**src/rtl/pc_seq_pkg.sv**
```systemverilog
// Shared types and constants for the program-counter step sequencer.
package pc_seq_pkg;

    typedef enum logic [2:0] {
        IDLE      = 3'd0,
        ISSUE     = 3'd1,
        WAIT_DONE = 3'd2,
        CAPTURE   = 3'd3,
        WAIT_RTZ  = 3'd4,
        ERROR     = 3'd5
    } pc_state_t;

    localparam logic [1:0] INC_FETCH = 2'b01;
    localparam logic [1:0] INC_HOLD  = 2'b00;

endpackage

```
**src/rtl/pc_sync_bit.sv**
```systemverilog
// Multi-flop synchronizer bringing one asynchronous level into the clk domain.
module pc_sync_bit #(
    parameter int unsigned SYNC_STAGES = 2
) (
    input  logic clk,
    input  logic rst,
    input  logic i_d,
    output logic o_q
);

    logic [SYNC_STAGES-1:0] r_sync;

    always_ff @(posedge clk or posedge rst) begin
        if (rst) begin
            r_sync <= '0;
        end else begin
            r_sync <= {r_sync[SYNC_STAGES-2:0], i_d};
        end
    end

    assign o_q = r_sync[SYNC_STAGES-1];

endmodule

```
**src/rtl/pc_step_sequencer.sv**
```systemverilog
// Arbitrates fetch/branch step requests and runs the 4-phase handshake with the
// self-timed PC ring, capturing each new PC value for the clocked core.
module pc_step_sequencer
    import pc_seq_pkg::*;
#(
    parameter int unsigned WIDTH         = 8,
    parameter int unsigned SYNC_STAGES   = 2,
    parameter int unsigned TIMEOUT_CYC   = 64,
    parameter int unsigned MAX_BR_STREAK = 3
) (
    input  logic             clk,
    input  logic             rst,
    input  logic             i_fetch_req,
    output logic             o_fetch_gnt,
    input  logic             i_br_req,
    input  logic [1:0]       i_br_step,
    output logic             o_br_gnt,
    output logic [1:0]       o_pc_inc,
    output logic             o_pc_ack,
    input  logic             i_pc_done,
    input  logic [WIDTH-1:0] i_pc_data,
    output logic [WIDTH-1:0] o_pc_value,
    output logic             o_pc_valid,
    output logic             o_busy,
    output logic             o_err,
    input  logic             i_err_clr
);

    localparam int unsigned TMO_W    = $clog2(TIMEOUT_CYC + 1);
    localparam int unsigned STREAK_W = (MAX_BR_STREAK < 1) ? 1 : $clog2(MAX_BR_STREAK + 1);
    localparam int unsigned WARM_W   = $clog2(SYNC_STAGES + 1);

    pc_state_t            r_state;
    logic                 r_fetch_gnt;
    logic                 r_br_gnt;
    logic [1:0]           r_pc_inc;
    logic                 r_pc_ack;
    logic [WIDTH-1:0]     r_pc_value;
    logic                 r_pc_valid;
    logic                 r_busy;
    logic                 r_err;
    logic [TMO_W-1:0]     r_tmo_cnt;
    logic [STREAK_W-1:0]  r_streak;
    logic [WARM_W-1:0]    r_warm_cnt;
    logic [WIDTH-1:0]     r_data_s1;
    logic [WIDTH-1:0]     r_data_s2;

    logic w_done_s;
    logic w_warm_done;
    logic w_arb_open;
    logic w_streak_max;
    logic w_fetch_wins;
    logic w_grant;
    logic w_tmo_hit;
    logic w_data_stable;

    pc_sync_bit #(
        .SYNC_STAGES (SYNC_STAGES)
    ) u_sync_done (
        .clk (clk),
        .rst (rst),
        .i_d (i_pc_done),
        .o_q (w_done_s)
    );

    // The synchronizer output is meaningless until it has been filled after reset;
    // without this a held-high pc_done would look low for SYNC_STAGES cycles.
    always_ff @(posedge clk or posedge rst) begin
        if (rst) begin
            r_warm_cnt <= '0;
        end else if (!w_warm_done) begin
            r_warm_cnt <= r_warm_cnt + WARM_W'(1);
        end
    end

    // Two consecutive samples of the bundled data word; agreement means it has settled.
    always_ff @(posedge clk or posedge rst) begin
        if (rst) begin
            r_data_s1 <= '0;
            r_data_s2 <= '0;
        end else begin
            r_data_s1 <= i_pc_data;
            r_data_s2 <= r_data_s1;
        end
    end

    assign w_warm_done   = (r_warm_cnt == WARM_W'(SYNC_STAGES));
    assign w_arb_open    = (r_state == IDLE) && w_warm_done && !w_done_s;
    assign w_streak_max  = (r_streak == STREAK_W'(MAX_BR_STREAK));
    assign w_fetch_wins  = i_fetch_req && (!i_br_req || w_streak_max);
    assign w_grant       = w_arb_open && (i_fetch_req || i_br_req);
    assign w_tmo_hit     = (r_tmo_cnt == TMO_W'(TIMEOUT_CYC - 1));
    assign w_data_stable = (r_data_s1 == r_data_s2);

    // Consecutive branch grants made while a fetch is starved.
    always_ff @(posedge clk or posedge rst) begin
        if (rst) begin
            r_streak <= '0;
        end else if (!i_fetch_req) begin
            r_streak <= '0;
        end else if (w_grant) begin
            if (w_fetch_wins) begin
                r_streak <= '0;
            end else if (!w_streak_max) begin
                r_streak <= r_streak + STREAK_W'(1);
            end
        end
    end

    always_ff @(posedge clk or posedge rst) begin
        if (rst) begin
            r_state     <= IDLE;
            r_fetch_gnt <= 1'b0;
            r_br_gnt    <= 1'b0;
            r_pc_inc    <= INC_HOLD;
            r_pc_ack    <= 1'b0;
            r_pc_value  <= '0;
            r_pc_valid  <= 1'b0;
            r_busy      <= 1'b0;
            r_err       <= 1'b0;
            r_tmo_cnt   <= '0;
        end else begin
            r_fetch_gnt <= 1'b0;
            r_br_gnt    <= 1'b0;
            r_pc_valid  <= 1'b0;
            r_tmo_cnt   <= r_tmo_cnt + TMO_W'(1);

            case (r_state)
                IDLE: begin
                    r_tmo_cnt <= '0;
                    if (w_grant) begin
                        r_state <= ISSUE;
                        r_busy  <= 1'b1;
                        if (w_fetch_wins) begin
                            r_fetch_gnt <= 1'b1;
                            r_pc_inc    <= INC_FETCH;
                        end else begin
                            r_br_gnt <= 1'b1;
                            r_pc_inc <= i_br_step;
                        end
                    end
                end

                // pc_inc has been stable for this whole cycle before ack rises.
                ISSUE: begin
                    r_tmo_cnt <= '0;
                    r_pc_ack  <= 1'b1;
                    r_state   <= WAIT_DONE;
                end

                WAIT_DONE: begin
                    if (w_done_s) begin
                        r_state   <= CAPTURE;
                        r_tmo_cnt <= '0;
                    end else if (w_tmo_hit) begin
                        r_state   <= ERROR;
                        r_err     <= 1'b1;
                        r_pc_ack  <= 1'b0;
                        r_pc_inc  <= INC_HOLD;
                        r_busy    <= 1'b0;
                        r_tmo_cnt <= '0;
                    end
                end

                CAPTURE: begin
                    if (w_data_stable) begin
                        r_pc_value <= r_data_s2;
                        r_pc_valid <= 1'b1;
                        r_pc_ack   <= 1'b0;
                        r_state    <= WAIT_RTZ;
                        r_tmo_cnt  <= '0;
                    end else if (w_tmo_hit) begin
                        r_state   <= ERROR;
                        r_err     <= 1'b1;
                        r_pc_ack  <= 1'b0;
                        r_pc_inc  <= INC_HOLD;
                        r_busy    <= 1'b0;
                        r_tmo_cnt <= '0;
                    end
                end

                WAIT_RTZ: begin
                    if (!w_done_s) begin
                        r_state   <= IDLE;
                        r_pc_inc  <= INC_HOLD;
                        r_busy    <= 1'b0;
                        r_tmo_cnt <= '0;
                    end else if (w_tmo_hit) begin
                        r_state   <= ERROR;
                        r_err     <= 1'b1;
                        r_pc_ack  <= 1'b0;
                        r_pc_inc  <= INC_HOLD;
                        r_busy    <= 1'b0;
                        r_tmo_cnt <= '0;
                    end
                end

                // Recovery goes through WAIT_RTZ so done is seen low before any new grant.
                ERROR: begin
                    r_tmo_cnt <= '0;
                    if (i_err_clr) begin
                        r_err   <= 1'b0;
                        r_state <= WAIT_RTZ;
                        r_busy  <= 1'b1;
                    end
                end

                default: begin
                    r_state   <= IDLE;
                    r_pc_ack  <= 1'b0;
                    r_pc_inc  <= INC_HOLD;
                    r_busy    <= 1'b0;
                    r_tmo_cnt <= '0;
                end
            endcase
        end
    end

    assign o_fetch_gnt = r_fetch_gnt;
    assign o_br_gnt    = r_br_gnt;
    assign o_pc_inc    = r_pc_inc;
    assign o_pc_ack    = r_pc_ack;
    assign o_pc_value  = r_pc_value;
    assign o_pc_valid  = r_pc_valid;
    assign o_busy      = r_busy;
    assign o_err       = r_err;

endmodule
```
**config.mk**
```make
export PLATFORM = sky130hd
export DESIGN_NAME = pc_step_sequencer
export DESIGN_NICKNAME = d
export VERILOG_FILES = /design/src/rtl/pc_seq_pkg.sv /design/src/rtl/pc_sync_bit.sv /design/src/rtl/pc_step_sequencer.sv
export SDC_FILE = /design/constraint.sdc
export NUM_CORES = 1
export LEC_CHECK = 0
export ABC_AREA = 1
export CAP_MARGIN = 40
export CORE_MARGIN = 10
export CORE_UTILIZATION = 53
export CTS_CLUSTER_DIAMETER = 120
export DETAILED_ROUTE_END_ITERATION = 7
export PLACE_DENSITY_LB_ADDON = 0.15
export SYNTH_ARGS = -nofsm -noshare
export SYNTH_HDL_FRONTEND = slang
export SYNTH_SLANG_ARGS = --single-unit
```
**constraint.sdc**
```tcl
create_clock -name clk -period 1.69 [get_ports clk]
set_clock_uncertainty 0.1 [all_clocks]
set_input_delay 0.338 -clock clk [delete_from_list [all_inputs] [get_ports clk]]
set_output_delay 0.338 -clock clk [all_outputs]
set_load 0.02 [all_outputs]
```
==> flow_summary.json <==
{
  "crit-reg2reg-capture": "o_pc_inc[0]$_DFFE_PP0P_",
  "syn_nets": 265,
  "vias_in_the_first_global_route": 1679,
  "met3_usage_in_global_routing_pct": 3.96,
  "synth-compound-area-share_pct": 6.42,
  "global_route_wire_length_before_repair_um": 7330,
  "antennaDiodeCount": 0,
  "globalRoute.busiestLayer": "met2",
  "reg2regPathDepth": 9,
  "synthXorXnorAreaFrac_pct": 3.21,
  "post_synth_instance_area_sq_um": 2180,
  "viasPerCell": 4.92,
  "worst_ep_required_time_ps": 1250,
  "relSlewSlack_pct": 84.8,
  "synthesis.instances": 244,
  "timing.rr.start": "r_tmo_cnt[0]$_DFF_PP0_",
  "cts_sinks": 48,
  "flop_and_latch_count_out_of_synthesis": 48,
  "holdPathStages": 0,
  "critPathMaxStageDelay_ps": 600,
  "detailedRoute.firstIterationViolations": 113,
  "io_buffer_count": 31,
  "final_critical_path_setup_slack_ps": 37.5,
  "globalplace.congestion": 0.870,
  "grt_use_met2_pct": 21.4,
  "clk_pin_slew_worst_paths_ps": 90,
  "buffers_inverters_on_critical_path": 1,
  "status": "completed",
  "core_region_area_sq_um": 4000,
  "r2r_slack_ps": 110,
  "multi_input_comb_area_sq_um": 843,
  "grt-ovfl-total": 0,
  "internal_power_mw": 2.13,
  "synthTopCellsByArea": "sky130_fd_sc_hd__dfrtp_1, sky130_fd_sc_hd__nand2_1, sky130_fd_sc_hd__inv_1",
  "cp_data_arrival_time_ps": 1210,
  "final_design_area_no_fill_sq_um": 2800,
  "num_rows": 23,
  "placement.setup.worst_slack_ps": -91.0,
  "number_of_hold_repair_buffers_added_at_the_cts_stage": 0,
  "vdd.ir_drop.worst_mv": 0.703,
  "worstHoldStart": "u_sync_done.r_sync[0]$_DFF_PP0_",
  "h-tree-depth": 2,
  "grt_max_degree": 33,
  "cp_num_cells": 1,
  "worstPathCellList": "clkdlybuf4s50_1",
  "power.density_cell_area_nw_per_um2": 1140,
  "power.switching_mw": 1.07,
  "insertion_delay_ps": 300,
  "drt.antenna.violating_nets": 0,
  "leakage_nw": 1.55,
  "worst_pin_slew_ps": 226,
  "post-route-util_pct": 69.9,
  "synth.distinct_cells": 23,
  "post-route-drc-count": 0,
  "setup_repair_after_global_routing_missed_its_margin": "false",
  "cap_violations": 0,
  "most-common-layout-cells": "sky130_fd_sc_hd__nand2_1, sky130_fd_sc_hd__dfrtp_1, sky130_fd_sc_hd__inv_1",
  "floorplan.io_pins": 32,
  "start_kind": "flop",
  "clock.fmax_ghz": 0.605,
  "synth-adder-area-share_pct": 2.87,
  "clock_power_share_pct": 27.0,
  "number_of_antenna_violations_at_the_first_check_in_global_routing": 0,
  "setup-violations-final": 0,
  "path_class": "reg2out",
  "final.hold.worst_slack_ps": 244,
  "seqCellArea_sq_um": 1200,
  "numCtsBuffers": 5,
  "timing_max_transition_violations_final": 0,
  "placedInstanceArea_sq_um": 2640,
  "wirelength_um": 4280,
  "synthesis.area_per_instance_sq_um": 8.95,
  "drt_pass1_iterations": 4,
  "synth_simple_gate_area_share_pct": 24.9,
  "comb_power_share_pct": 30.1,
  "critPathCaptureType": "output port",
  "post_route_cells_drive_above_1_share_pct": 17.9,
  "tritoncts_clock_tree": "yes",
  "avgRoutedWirePerCell_um": 12.4,
  "cpLargestDelayFamily": "buffers and inverters",
  "place.detailed.instances": 335,
  "cts-root-to-sink-buffers": 2,
  "global_route.usage.met1_pct": 14.0,
  "area_growth_pct": 28.1,
  "synth_top_family_by_area": "simple AND/OR/NAND/NOR gates",
  "path_max_fanout": 1,
  "root_buffer_cell": "sky130_fd_sc_hd__clkbuf_8",
  "yosysTopAreaCellShare_pct": 55.0,
  "layout.cells.most_common": "sky130_fd_sc_hd__nand2_1",
  "flop_pwr_share_pct": 42.9,
  "min_delay_worst_endpoint": "u_sync_done.r_sync[1]$_DFF_PP0_",
  "dr_total_vias": 1704,
  "initial_utilization_pct": 54.6,
  "seq_area_frac_synth_pct": 55.0,
  "hold_viol": 0,
  "synthMuxAreaShare_pct": 0,
  "layout.nets": 316,
  "holdCritPathClass": "reg2reg",
  "final.min_clock_period_ps": 1650,
  "synth.largest_area_cell": "sky130_fd_sc_hd__dfrtp_1",
  "hpwlAfterDp_um": 3250,
  "finalCritPeriodShare_pct": 97.8,
  "final.fill_count": 316,
  "die_h_um": 84.2,
  "die_width_um": 84.2,
  "grtUsageTotal_pct": 12.2,
  "final_cell_count_no_fill": 346,
  "die-area_sq_um": 7090,
  "synthesis.yosys.warnings": 0,
  "timing.critical_path.slowest_stage_cell": "sky130_fd_sc_hd__clkdlybuf4s50_1",
  "switching_share_pct": 33.4
}
==> synthesized netlist by cell type <==
master and number:
sky130_fd_sc_hd__dfrtp_1 48, sky130_fd_sc_hd__nand2_2 4, sky130_fd_sc_hd__nand4_4 1, sky130_fd_sc_hd__xor2_1 2, sky130_fd_sc_hd__ha_1 5, sky130_fd_sc_hd__o21ai_1 2
sky130_fd_sc_hd__o21ai_2 6, sky130_fd_sc_hd__buf_6 1, sky130_fd_sc_hd__a21boi_1 1, sky130_fd_sc_hd__a21oi_1 2, sky130_fd_sc_hd__nor3_1 2, sky130_fd_sc_hd__inv_2 6
sky130_fd_sc_hd__nor2_1 18, sky130_fd_sc_hd__nand3_1 22, sky130_fd_sc_hd__xnor2_1 6, sky130_fd_sc_hd__nor2_4 1, sky130_fd_sc_hd__o21ai_0 12, sky130_fd_sc_hd__nand3_4 1
sky130_fd_sc_hd__and3b_1 1, sky130_fd_sc_hd__nor2_2 2, sky130_fd_sc_hd__nand2_1 64, sky130_fd_sc_hd__inv_1 35, sky130_fd_sc_hd__nand3_2 2
==> state kept, by name, indices dropped and copies added (netlist names), 2 cells and up <==
name,count
o_pc_inc,2
o_pc_value,8
r_data_s1,8
r_data_s2,8
r_state,3
r_streak,2
r_tmo_cnt,7
r_warm_cnt,2
u_sync_done.r_sync,2
==> power by group through the flow <==
stage | clock [mW] | sequential (mW) | combinational [mW]
final | 0.864 | 1.37 | 0.961
after global placement | 0 | 1.38 | 0.911
after floorplan | 0 | 1.42 | 0.591
after CTS | 0.878 | 1.36 | 0.903
after global routing | 0.932 | 1.39 | 1.09
after detailed placement | 0 | 1.39 | 0.925
==> worst max-delay path by stage <==
stage | from | endpoint
floorplan | rst | o_br_gnt$_DFF_PP0_
global placement | i_br_req | o_pc_inc[0]$_DFFE_PP0P_
detailed placement | i_br_req | o_pc_inc[0]$_DFFE_PP0P_
CTS | o_br_gnt$_DFF_PP0_ | o_br_gnt
global route | r_data_s2[0]$_DFF_PP0_ | r_tmo_cnt[3]$_DFF_PP0_
finish | o_br_gnt$_DFF_PP0_ | o_br_gnt
==> layout make-up <==
| class | instances | area share [%] |
|---|---|---|
| sequential | 48 | 43.0 |
| multi-input combinational | 154 | 30.2 |
| timing repair buffer | 45 | 14.8 |
| inverter | 41 | 5.50 |
| clock buffer | 6 | 2.95 |
| tap | 50 | 2.24 |
| clock inverter | 2 | 1.39 |
==> what timing repair did <==
| item | CTS | global route |
|---|---|---|
| setup buffers | 0 | 3 |
| endpoints found under the setup margin | 14 | 22 |
| resized for setup | 14 | 11 |
==> cell families after synthesis <==
family,after synthesis
simple gates,118
flops,48
compound gates,23
xor+xnor,8
fa+ha+maj,5
buf+inv,42
==> through the flow <==
stage               TNS, ps  total power, mW
floorplan                 0             2.01
global placement       -191             2.30
detailed placement     -296             2.31
CTS                       0             3.14
global route              0             3.40
finish                    0             3.20
==> metal layers <==
layer | up-vias | routed length [um]
li1 | 860 | -
met1 | 797 | 1850
met5 | - | 0
met3 | 8 | 184
met2 | 39 | 2210
met4 | 0 | 45
Note: power is estimated with default switching activity, not from simulation.
